$ cat config.mk
export PLATFORM = sky130hd
export DESIGN_NAME = hilo_unit
export DESIGN_NICKNAME = d
export VERILOG_FILES = /design/src/rtl/hilo_pkg.sv /design/src/rtl/div_core.sv /design/src/rtl/hilo_unit.sv
export SDC_FILE = /design/constraint.sdc
export NUM_CORES = 1
export LEC_CHECK = 0
export ABC_CLOCK_PERIOD_IN_PS = 2800
export CORE_MARGIN = 2
export CORE_UTILIZATION = 40
export CTS_CLUSTER_DIAMETER = 50
export DETAILED_ROUTE_END_ITERATION = 7
export PLACE_DENSITY = 0.65
export SYNTH_ARGS = -nofsm -noshare
export SYNTH_HDL_FRONTEND = slang
export SYNTH_SLANG_ARGS = --single-unit
export TNS_END_PERCENT = 30
$ cat constraint.sdc
create_clock -name Clk -period 2.8 [get_ports Clk]
set_clock_uncertainty 0.05 [all_clocks]
set_input_delay 0.42 -clock Clk [delete_from_list [all_inputs] [get_ports Clk]]
set_output_delay 0.42 -clock Clk [all_outputs]
set_load 0.005 [all_outputs]
$ cat src/rtl/hilo_pkg.sv
// Shared types and constants for the HI/LO special-register unit.
//   state_t        : control FSM states (IDLE, DIV, FIX)
//   DATA_W         : width of HI, LO and divide operands
//   DIV_CYCLES     : quotient iterations, one bit per cycle
//   DIV_BY_ZERO_LO : LO value forced when the divisor is zero
package hilo_pkg;

    localparam int unsigned DATA_W     = 32;
    localparam int unsigned DIV_CYCLES = 32;
    localparam int unsigned CNT_W      = $clog2(DIV_CYCLES);

    localparam logic [DATA_W-1:0] DIV_BY_ZERO_LO = 32'hFFFF_FFFF;

    typedef enum logic [1:0] {
        IDLE = 2'd0,
        DIV  = 2'd1,
        FIX  = 2'd2
    } state_t;

    // Magnitude of x when treated as signed (s=1); raw value otherwise.
    // The most negative value maps to itself, which is the correct
    // unsigned magnitude.
    function automatic logic [DATA_W-1:0] abs_val(input logic [DATA_W-1:0] x,
                                                  input logic              s);
        return (s && x[DATA_W-1]) ? ((~x) + DATA_W'(1)) : x;
    endfunction

    // Two's-complement negation.
    function automatic logic [DATA_W-1:0] neg_val(input logic [DATA_W-1:0] x);
        return (~x) + DATA_W'(1);
    endfunction

endpackage

$ cat src/rtl/div_core.sv
// Restoring unsigned divide datapath, one quotient bit per step.
//   Clk, Rst_n    : clock, async active-low reset
//   i_load        : capture operands, clear remainder, reload counter
//   i_step        : perform one restoring iteration
//   i_dividend    : unsigned dividend (captured on i_load)
//   i_divisor     : unsigned divisor (captured on i_load)
//   o_quotient    : quotient register (valid after DIV_CYCLES steps)
//   o_remainder   : remainder register (valid after DIV_CYCLES steps)
//   o_last_c      : counter is at zero; current step is the final one
module div_core
    import hilo_pkg::*;
(
    input  logic              Clk,
    input  logic              Rst_n,
    input  logic              i_load,
    input  logic              i_step,
    input  logic [DATA_W-1:0] i_dividend,
    input  logic [DATA_W-1:0] i_divisor,
    output logic [DATA_W-1:0] o_quotient,
    output logic [DATA_W-1:0] o_remainder,
    output logic              o_last_c
);

    logic [DATA_W-1:0] r_rem;
    logic [DATA_W-1:0] r_quo;   // dividend bits shift out of the top, quotient bits in at the bottom
    logic [DATA_W-1:0] r_div;
    logic [CNT_W-1:0]  r_cnt;

    logic [DATA_W:0]   w_trial;
    logic              w_ge;
    logic [DATA_W-1:0] w_diff;

    // Trial remainder with the next dividend bit shifted in.
    always_comb begin
        w_trial = {r_rem, r_quo[DATA_W-1]};
        w_ge    = (w_trial >= {1'b0, r_div});
        // When w_ge holds the difference fits in DATA_W bits.
        w_diff  = w_trial[DATA_W-1:0] - r_div;
    end

    // Iteration registers.
    always_ff @(posedge Clk or negedge Rst_n) begin
        if (!Rst_n) begin
            r_rem <= '0;
            r_quo <= '0;
            r_div <= '0;
            r_cnt <= '0;
        end else if (i_load) begin
            r_rem <= '0;
            r_quo <= i_dividend;
            r_div <= i_divisor;
            r_cnt <= CNT_W'(DIV_CYCLES - 1);
        end else if (i_step) begin
            r_rem <= w_ge ? w_diff : w_trial[DATA_W-1:0];
            r_quo <= {r_quo[DATA_W-2:0], w_ge};
            if (r_cnt != '0) begin
                r_cnt <= r_cnt - CNT_W'(1);
            end
        end
    end

    assign o_quotient  = r_quo;
    assign o_remainder = r_rem;
    assign o_last_c    = (r_cnt == '0);

endmodule

$ cat src/rtl/hilo_unit.sv
// HI/LO special-register unit with an iterative DIV/DIVU engine.
//   Clk, Rst_n        : clock, async active-low reset
//   HiLoEn/HiLoWrite  : 64-bit {HI,LO} write from the ALU
//   MthiEn/MtloEn     : MTHI/MTLO write strobes, data on MtData
//   DivStart          : start a divide; DivSigned/DivA/DivB sampled with it
//   HiLoRead          : {HI,LO}, combinational from the registers
//   Busy              : divide in progress (pipeline stall)
//   DivDone           : one-cycle pulse after the result is written
//   DivByZero         : one-cycle pulse with DivDone for a zero divisor
module hilo_unit
    import hilo_pkg::*;
(
    input  logic        Clk,
    input  logic        Rst_n,
    input  logic        HiLoEn,
    input  logic [63:0] HiLoWrite,
    input  logic        MthiEn,
    input  logic        MtloEn,
    input  logic [31:0] MtData,
    input  logic        DivStart,
    input  logic        DivSigned,
    input  logic [31:0] DivA,
    input  logic [31:0] DivB,
    output logic [63:0] HiLoRead,
    output logic        Busy,
    output logic        DivDone,
    output logic        DivByZero
);

    state_t            r_state;
    state_t            w_state_n;

    logic [DATA_W-1:0] r_hi;
    logic [DATA_W-1:0] r_lo;
    logic [DATA_W-1:0] w_hi_n;
    logic [DATA_W-1:0] w_lo_n;

    logic              r_busy;
    logic              r_div_done;
    logic              r_div_by_zero;

    // Per-divide context captured at start.
    logic              r_neg_q;
    logic              r_neg_r;
    logic              r_b_zero;
    logic [DATA_W-1:0] r_a_raw;

    logic              w_load;
    logic              w_step;
    logic              w_fix;
    logic              w_last;
    logic [DATA_W-1:0] w_quo;
    logic [DATA_W-1:0] w_rem;

    div_core u_div_core (
        .Clk         (Clk),
        .Rst_n       (Rst_n),
        .i_load      (w_load),
        .i_step      (w_step),
        .i_dividend  (abs_val(DivA, DivSigned)),
        .i_divisor   (abs_val(DivB, DivSigned)),
        .o_quotient  (w_quo),
        .o_remainder (w_rem),
        .o_last_c    (w_last)
    );

    // State register.
    always_ff @(posedge Clk or negedge Rst_n) begin
        if (!Rst_n) begin
            r_state <= IDLE;
        end else begin
            r_state <= w_state_n;
        end
    end

    // Next state, datapath controls and HI/LO next values.
    always_comb begin
        w_state_n = r_state;
        w_load    = 1'b0;
        w_step    = 1'b0;
        w_fix     = 1'b0;
        w_hi_n    = r_hi;
        w_lo_n    = r_lo;

        case (r_state)
            IDLE: begin
                // DivStart wins; any same-cycle register write is dropped.
                if (DivStart) begin
                    w_load    = 1'b1;
                    w_state_n = DIV;
                end else if (HiLoEn) begin
                    w_hi_n = HiLoWrite[63:32];
                    w_lo_n = HiLoWrite[31:0];
                end else begin
                    if (MthiEn) w_hi_n = MtData;
                    if (MtloEn) w_lo_n = MtData;
                end
            end
            DIV: begin
                w_step = 1'b1;
                if (w_last) w_state_n = FIX;
            end
            FIX: begin
                w_fix     = 1'b1;
                w_state_n = IDLE;
                if (r_b_zero) begin
                    w_hi_n = r_a_raw;
                    w_lo_n = DIV_BY_ZERO_LO;
                end else begin
                    w_hi_n = r_neg_r ? neg_val(w_rem) : w_rem;
                    w_lo_n = r_neg_q ? neg_val(w_quo) : w_quo;
                end
            end
            default: begin
                w_state_n = IDLE;
            end
        endcase
    end

    // HI/LO registers.
    always_ff @(posedge Clk or negedge Rst_n) begin
        if (!Rst_n) begin
            r_hi <= '0;
            r_lo <= '0;
        end else begin
            r_hi <= w_hi_n;
            r_lo <= w_lo_n;
        end
    end

    // Sign and zero-divisor context for the result fix-up.
    always_ff @(posedge Clk or negedge Rst_n) begin
        if (!Rst_n) begin
            r_neg_q  <= 1'b0;
            r_neg_r  <= 1'b0;
            r_b_zero <= 1'b0;
            r_a_raw  <= '0;
        end else if (w_load) begin
            r_neg_q  <= DivSigned & (DivA[DATA_W-1] ^ DivB[DATA_W-1]);
            r_neg_r  <= DivSigned & DivA[DATA_W-1];
            r_b_zero <= (DivB == '0);
            r_a_raw  <= DivA;
        end
    end

    // Status outputs.
    always_ff @(posedge Clk or negedge Rst_n) begin
        if (!Rst_n) begin
            r_busy        <= 1'b0;
            r_div_done    <= 1'b0;
            r_div_by_zero <= 1'b0;
        end else begin
            r_busy        <= (w_state_n != IDLE);
            r_div_done    <= w_fix;
            r_div_by_zero <= w_fix & r_b_zero;
        end
    end

    assign HiLoRead  = {r_hi, r_lo};
    assign Busy      = r_busy;
    assign DivDone   = r_div_done;
    assign DivByZero = r_div_by_zero;

endmodule

==> results of run 1 <==
[critical path, delay by kind of cell (launching register included)]
kind	cells	cell delay [ns]
xor+xnor	1	0.20
simple gates	4	1.69
flops	1	0.44
compound gates	3	0.52
[path summary, 6_finish.rpt]
kind	to	from	slack [ns]	depth (start not counted)
max in group asynchronous	r_lo[2]	Rst_n	1.57	3
min reg2reg	u_div_core.r_div[2]	u_div_core.r_div[2]	0.43	2
min	u_div_core.r_div[3]	Rst_n	0.36	2
min in group Clk	u_div_core.r_div[2]	u_div_core.r_div[2]	0.43	2
max reg2reg	r_hi[31]	u_div_core.o_remainder[0]	-0.21	8
max	r_hi[31]	u_div_core.o_remainder[0]	-0.21	8
[report_power, final]
part	internal [mW]	switching [mW]	total (mW)
Sequential	4.45	1.28	5.73
Clock	2.49	1.50	3.98
Combinational	7.68	8.02	15.7
Total	14.6	10.8	25.4
[layout by cell type, fill, tap and decap left out, types with 27 or more instances in the layout]
cell | netlist | routed
clkbuf_16 | 0 | 31
o31ai_1 | 43 | 39
a221oi_1 | 28 | 27
nand2_1 | 249 | 245
nor2_1 | 73 | 71
nor2b_1 | 60 | 57
xor2_1 | 90 | 90
buf_4 | 1 | 252
dfrtp_1 | 205 | 200
o21ai_0 | 153 | 132
a21oi_1 | 148 | 129
a22oi_1 | 29 | 29
inv_1 | 58 | 55
xnor2_1 | 58 | 56
mux2i_1 | 31 | 27
clkdlybuf4s50_1 | 0 | 231
a21o_1 | 41 | 41
a211oi_1 | 39 | 35
ha_1 | 37 | 28
nor3_1 | 31 | 27
[cell type report]
class,instances,area (um2)
clock inverter,16,251
tap,455,569
multi-input combinational,1296,8700
timing repair buffer,503,4550
fill,3019,14200
inverter,59,221
clock buffer,39,795
sequential,205,5140
[per-stage QoR]
stage          hold slack [ns]  std cells
6_report                 0.361       2573
3_3_place_gp             0.387       2506
2_1_floorplan           0.0744       1672
3_5_place_dp             0.392       2506
5_1_grt                  0.410       2573
4_1_cts                  0.364       2566
[timing repair]
action	CTS	global route
cloned	0	1
gates resized for setup	58	60
setup buffers	4	6
pin swaps	14	21
hold buffers	1	0
endpoints found under the hold margin	52	0
endpoints found under the setup margin	57	66
[per-layer routing]
layer  wire length [um]  share of wire [%]  vias to the layer above  global-route usage, %
met2              24600                 45                      616                   46.7
met3               4460                8.2                       75                   4.61
met4               1490                2.8                        0                   8.32
li1                   -                  -                     6852                      -
met5                  0                  0                        -                      0
met1              23600                 44                     6985                   39.6
[sequential cells by signal (all words and copies together), names as in the netlist]
| name | cells |
|---|---|
| Busy | 1 |
| DivByZero | 1 |
| DivDone | 1 |
| r_a_raw | 32 |
| r_b_zero | 1 |
| r_hi | 32 |
| r_lo | 32 |
| r_neg_q | 1 |
| r_neg_r | 1 |
| r_state | 2 |
| u_div_core.o_quotient | 32 |
| u_div_core.o_remainder | 32 |
| u_div_core.r_cnt | 5 |
| u_div_core.r_div | 32 |
[cell families (layout without fill, tap and decap cells)]
logic type,Yosys count,in the layout,synth area share (%)
AOI/OAI and AO/OA,565,565,25.7
and+or+nand+nor,513,513,17.4
DFF,205,205,36.7
buffers and inverters,171,617,5.21
xor gates and xnor gates,148,148,9.27
adders and majority gates,38,38,3.45
muxes,32,32,2.30
==> results by group, run 1 <==
Synth
  – Cell area after synthesis: 14000 um2
  – Asr flop ratio synth: 100%
  – Biggest area consumer among synthesized cells: dfrtp_1
  – Cell count after synthesis: 1672
  – Cell with the most instances after synthesis: nand2_1
  – Netlist cell types: 75
  – YS warnings: 0
  – Syn_nets: 1877
  – Seq/Total Area, Yosys: 36.7%
  – Top cell type's share of synthesized area: 36.7%
  – Synth Register Bits: 205
  – Main synth FF type: dfrtp_1
  – Post-synth EDFFs: 0
  – Top cells by area, synth: dfrtp_1 37%, nand2_1 6.7%, xor2_1 5.6%
  – Syn Area/Cell: 8.36 um2
  – Top cells by count, synth: 249 x nand2_1, 205 x dfrtp_1, 153 x o21ai_0

Placed design
  – DP Wirelength: 41600 um
  – Area after DPL: 18500 um2
  – Port Buffer Count: 233
  – Pre-CTS WS: -0.779 ns
  – Gpl congestion: 0.932

Floorplanning
  – Die X-Extent: 191 um
  – Initial core utilization: 40.6%
  – Core outline area: 34500 um2
  – Number of placement rows: 68
  – # IOs: 234
  – Die H: 191 um
  – DIE AREA: 36500 um2

GRT
  – Initial antenna violation count: 0
  – Largest net degree at the start of global routing: 67
  – First-pass GRT wire length: 81200 um
  – Grt ovf: 0
  – GR Util All Layers: 28.8%
  – Vias in the first global route: 14000

Timing
  – Rel. slew slack: 44.3%
  – Slew @ Worst Pin: 0.834 ns
  – Max Freq: 333 MHz
  – Crit share post-route: 107%
  – RSZ-0062 raised after global routing: true
  – Final hold vios: 0
  – Final setup fails: 41
  – Fin. max-slew vios: 0
  – Setup TNS: -4.54 ns
  – PnR worst setup slack: -0.206 ns
  – Post-route minimum period: 3.01 ns

Layout
  – Layout cells sized above 1: 20.5%
  – Diodes inserted: 0
  – Post-layout util: 58.7%
  – Finished Cell Area: 20200 um2
  – Layout area overhead: 44.6%
  – Final #Nets: 2300

Routing
  – WL final: 54100 um
  – Initial DRC count: 1149
  – DRT Pass-1 Iters: 5
  – ANT nets after route: 0
  – Vias/cell: 5.65
  – DRC Markers: 0
  – Avg WL per Cell: 21.0 um
  – Via count: 14500

Clocking
  – Root buffer cell: clkbuf_16
  – TritonCTS Buffers: 30
  – Sink Count: 205
  – CTS tree: yes
  – Clock-pin slew on the worst setup and hold paths: 0.06 ns
  – Clk buf depth: 3
  – CTS H-Tree Depth: 1
  – Worst-Skew Late Latency: 0.56 ns

Worst setup path
  – Worst EP required: 3.19 ns
  – Worst path arrival time: 3.40 ns
  – Crit path capture type: flop
  – Crit-path cells: or4_4 -> or3_4 -> or4_4 -> or3_4 -> o41ai_4 -> xor2_1 -> a21oi_2 -> a22o_1
  – CP startpoint kind: flop
  – Worst path slowest cell: or4_4
  – CP Class: reg2reg
  – Crit-path max cell delay: 0.53 ns
  – CP Max Fanout: 5

Power and ir drop
  – Total power: 25.4 mW
  – PwrDens: 1260 nW/um2
  – Peak VDD IR: 629 uV
  – Pleak: 8.77 nW

Run status
  – Failing checks: setup timing
  – Status: finished with violations

Job
  – Max_cap viols: 0

Hold path
  – Hold Path Class: in2async
(Power assumes the default switching activity.)
==> run 2, diff against run 1 <==
--- a/config.mk
+++ b/config.mk
@@ -8,6 +8,7 @@
 export ABC_CLOCK_PERIOD_IN_PS = 2800
 export CORE_MARGIN = 2
 export CORE_UTILIZATION = 40
+export CTS_BUF_LIST = sky130_fd_sc_hd__clkbuf_16
 export CTS_CLUSTER_DIAMETER = 50
 export DETAILED_ROUTE_END_ITERATION = 7
 export PLACE_DENSITY = 0.65
==> results by group, run 2 (same netlist as run 1, synthesis figures left out) <==
Floorplanning
  – Die H: 191 um
  – Core outline area: 34500 um2
  – Initial core utilization: 40.6%
  – Number of placement rows: 68
  – # IOs: 234
  – DIE AREA: 36500 um2
  – Die X-Extent: 191 um

Layout
  – Layout area overhead: 44.6%
  – Post-layout util: 58.7%
  – Most common cell after layout, fill and taps aside: buf_4
  – Footprint of the multi-input gates: 8700 um2
  – Final #Nets: 2301
  – Final cell count without fillers: 2574
  – Most frequent cells in the layout: 253 x buf_4, 245 x nand2_1, 231 x clkdlybuf4s50_1, 200 x dfrtp_1
  – Diodes inserted: 0
  – FF+latch area: 5140 um2
  – Layout cells sized above 1: 20.6%
  – Number of filler cells placed in the layout: 3024
  – Finished Cell Area: 20200 um2

Timing
  – Worst-case hold slack: 0.353 ns
  – Rel. slew slack: 44.4%
  – PnR worst setup slack: -0.208 ns
  – Max Freq: 332 MHz
  – RSZ-0062 raised after global routing: true
  – Post-route minimum period: 3.01 ns
  – Crit share post-route: 107%
  – Final setup fails: 42
  – Final hold vios: 0
  – Slew @ Worst Pin: 0.833 ns
  – Fin. max-slew vios: 0

GRT
  – GRT busiest layer: met2
  – Met2 global-route usage: 46.8%
  – Met1 track demand over resource: 39.5%
  – Met3 track demand over resource: 4.63%
  – Vias in the first global route: 14000
  – First-pass GRT wire length: 81200 um
  – Largest net degree at the start of global routing: 67
  – GR Util All Layers: 28.8%
  – Grt ovf: 0
  – Initial antenna violation count: 0

Clocking
  – TritonCTS Buffers: 30
  – Clock-pin slew on the worst setup and hold paths: 0.06 ns
  – Worst-Skew Late Latency: 0.57 ns
  – Sink Count: 205
  – CTS H-Tree Depth: 1
  – Clk buf depth: 3
  – Root buffer cell: clkbuf_16
  – CTS tree: yes

Routing
  – ANT nets after route: 0
  – WL final: 54200 um
  – Vias/cell: 5.64
  – Avg WL per Cell: 21.1 um
  – Initial DRC count: 1062
  – DRT Pass-1 Iters: 7
  – DRC Markers: 0
  – Via count: 14500

Power and ir drop
  – Pleak: 8.81 nW
  – Peak VDD IR: 622 uV
  – PwrDens: 1260 nW/um2

Worst setup path
  – CP startpoint kind: flop
  – Worst EP required: 3.19 ns
  – CP Class: reg2reg
  – Crit path capture type: flop
  – Worst path arrival time: 3.40 ns
  – CP Max Fanout: 5

Run status
  – Failing checks: setup timing
  – Status: finished with violations

Hold path
  – Hold Path Class: in2async

Placed design
  – Cell Count Post-Placement: 2506
  – Area after DPL: 18500 um2
  – Gpl congestion: 0.932
  – DP Wirelength: 41600 um
  – Port Buffer Count: 233

Job
  – Max_cap viols: 0
==> run 2: changes by cell type in the layout (fill, tap and decap cells not counted), sizes merged <==
cell / change
clkbuf: -9
inv: +8
buf: +1
clkinv: +1
==> run 2: through the flow <==
step | setup WS, ns | power (mW) | setup TNS, ns
final | -0.208 | 25.4 | -5.46
after floorplan | -0.132 | 13.4 | -0.560
after detailed placement | -0.779 | 19.7 | -19.00
after global placement | -0.692 | 19.4 | -14.94
after CTS | -0.205 | 24.3 | -3.55
after global routing | -0.296 | 27.1 | -10.03
==> run 2: path summary, 6_finish.rpt <==
| check | slack (ns) | cells past startpoint | startpoint | end |
|---|---|---|---|---|
| max | -0.21 | 8 | u_div_core.o_remainder[0] | r_hi[31] |
| min | 0.35 | 2 | Rst_n | u_div_core.r_div[29] |
| max reg2reg | -0.21 | 8 | u_div_core.o_remainder[0] | r_hi[31] |
| min reg2reg | 0.43 | 1 | r_lo[2] | r_lo[2] |
| max in group asynchronous | 1.58 | 3 | Rst_n | u_div_core.r_div[31] |
| min in group Clk | 0.43 | 1 | r_lo[2] | r_lo[2] |
==> run 2: final cells by class <==
class	count	share of cell area, %
sequential	205	25.4
inverter	59	1.09
clock inverter	25	1.41
timing repair buffer	504	22.5
clock buffer	30	3.71
multi-input combinational	1296	43.0
tap	455	2.81
==> run 2: timing repair <==
action / in CTS / in global routing
hold buffers: 1 / 0
pin swaps: 14 / 19
setup endpoints to repair: 57 / 66
cloned: 0 / 1
buffers inserted: 4 / 7
gates resized for setup: 58 / 63
endpoints found under the hold margin: 52 / 0
==> run 2: worst max-delay path: stages (launching register included) <==
cell,delay [ns]
dfrtp_2,0.44
or4_4,0.53
or3_4,0.34
or4_4,0.43
or3_4,0.39
o41ai_4,0.23
xor2_1,0.20
a21oi_2,0.09
a22o_1,0.20
==> run 2: power breakdown <==
part	total, mW	switching, mW	internal [mW]
combinational	15.8	8.06	7.71
sequential	5.73	1.28	4.45
clock	3.93	1.50	2.43
==> run 2: metal layers <==
metal | vias to the layer above | routed length, um
li1 | 6848 | -
met1 | 6970 | 23300
met2 | 624 | 24700
met3 | 74 | 4780
met4 | 0 | 1520
met5 | - | 0
==> patch: new RTL, settings of run 2 <==
`DIV_CYCLES`: 32 -> 64.
--- a/src/rtl/hilo_pkg.sv
+++ b/src/rtl/hilo_pkg.sv
@@ -6,7 +6,7 @@
 package hilo_pkg;
 
     localparam int unsigned DATA_W     = 32;
-    localparam int unsigned DIV_CYCLES = 32;
+    localparam int unsigned DIV_CYCLES = 64;
     localparam int unsigned CNT_W      = $clog2(DIV_CYCLES);
 
     localparam logic [DATA_W-1:0] DIV_BY_ZERO_LO = 32'hFFFF_FFFF;
Formal check against the unedited RTL: no difference found for any inputs over 4 cycles, from zero or initial values and one cycle with Rst_n low; that may be too few to reach the edited logic, so the function may still have changed.
==> patch against run 2 <==
The flow still finishes with violations (setup timing). Die area down 0.83%. Final cell count is 0.58% lower. Fmax down 2.9%. Routed wire length decreased by 1.3%. Non-clock buffer count increased by 9. Via count rose by 0.54%. Cell area is 1.5% higher. Total power up 3.0%. Synthesized area decreased by 0.84%. Critical path depth up 1. Worst setup slack worse by 89 ps. Sequential cell count grew 1.
==> patch: results (changes against run 2) <==
final worst setup slack=-296.1 ps (-88.50 ps); max-slew violation count=0 (unchanged); Commonest cells post-synth=nand2_1, dfrtp_1, a21oi_1, o21ai_0, xor2_1; outcome=finished, violations left; vias in the first global route=13,990 (-0.029%); failing checks=setup timing; first-iteration detailed-routing DRC count=964 (-9.2%); Worst-Margin Slew=766.1 ps (-66.42 ps); H-tree lvl count=1 (unchanged); largest net degree at the start of global routing=76 (+13%); CP peak stage delay=460 ps (-70 ps); crit-path max FO=3 (-2); library cells used by synthesis=65 (-13%); share of cells above drive strength 1=21.86% (+1.2 points); Total GRT Usage=28.52% (-0.31 points); Detail Placement HPWL=39,810 µm (-4.4%); sequential share of the synthesized area=37.17% (+0.49 points); crit path DAT=3490 ps (+90 ps); maximum vdd ir drop=0.6935 mV (+11%); final setup violation count=50 (+19%); via/cell ratio=5.703 (+1.1%); Leakage=8.772 nW (-0.38%); syn nets=1,860 (-0.91%); TNS Setup=-6199 ps (-743.6 ps); nets@finish=2,288 (-0.56%); Worst Hold Slack=424.4 ps (+71.49 ps); top cells by area, synth=dfrtp_1, xor2_1, nand2_1, a21oi_1, o21ai_0; wire per inst=20.92 µm (-0.70%); RD Place Congestion=0.9762 (+4.8%); worst hold path type=flip-flop to flip-flop
patch: cell types whose count changed in the layout (fill, tap and decap cells not counted), sizes merged, moves of 8 or more:
cell           run 2  this run
a32oi              1        10
o21ai            156       116
nand2            249       240
a22oi             29         2
nor2b             60        35
o22ai              7        51
a21oi            148       124
nor2              73        85
xor2              90       103
nor4               7        15
o311ai             1        12
xnor2             58        48
nand3             13        31
patch: area by class of cell:
cell class                 instances  area [µm²]
multi-input combinational       1271        8884
sequential                       206        5161
inverter                          60       225.2
timing repair buffer             513        4726
clock buffer                      31       775.7
tap                              455       569.3
fill                            2997       13830
clock inverter                    23       197.7
patch: layer usage:
layer	up-vias	global-route usage [%]	share of wire, %
met1	7024	36.22	41
met2	571	48.30	47
met3	131	4.040	6.8
met4	2	12.64	4.8
met5	-	0	0.017
li1	6867	-	-
patch: stage by stage:
stage	utilization (%)	cell area [µm²]	setup slack [ps]	total power, mW	cells
6_report	59.75	20540	-296.1	26.20	2559
5_1_grt	59.75	20540	-359.4	27.85	2559
4_1_cts	58.12	19980	-278.2	24.73	2548
3_5_place_dp	53.29	18320	-531.2	19.26	2469
3_3_place_gp	53.29	18320	-451.0	19.01	2469
2_1_floorplan	-	13890	-198.0	13.07	1654
patch: timing repair:
item	CTS	global route
pin swaps	34	32
resized for setup	90	105
hold buffers	1	0
setup buffers	25	9
hold endpoints to repair	72	0
cloned	3	4
endpoints found under the setup margin	58	72
patch: path summary, 6_finish.rpt:
| check | from | end | cells past startpoint |
|---|---|---|---|
| worst min-delay path | r_lo[10] | r_lo[10] | 1 |
| worst min register to register | r_lo[10] | r_lo[10] | 1 |
| max in group asynchronous | Rst_n | r_hi[12] | 3 |
| worst max-delay path | u_div_core.o_quotient[5] | r_lo[28] | 9 |
| worst max register to register | u_div_core.o_quotient[5] | r_lo[28] | 9 |
| min in group asynchronous | Rst_n | u_div_core.o_quotient[7] | 2 |
patch: kinds of logic after synthesis:
group           after synthesis  share of synthesized area, %
compound gates              545                         25.65
simple gates                508                         17.14
flops                       206                         37.17
buf+inv                     177                         4.881
xor+xnor                    151                         9.537
fa+ha+maj                    39                         3.573
mux                          28                         2.039
patch: report_power, final:
part           internal, mW  switching (mW)
Sequential             4.53            1.42
Combinational          8.45            8.07
Clock                  2.27            1.45
patch: worst reg2reg max path: cells and delay by family (launching register included):
family,cells,cell delay [ps]
and+or+nand+nor,5,1920
AOI/OAI and AO/OA,3,460
DFF,1,400
xor gates and xnor gates,1,160
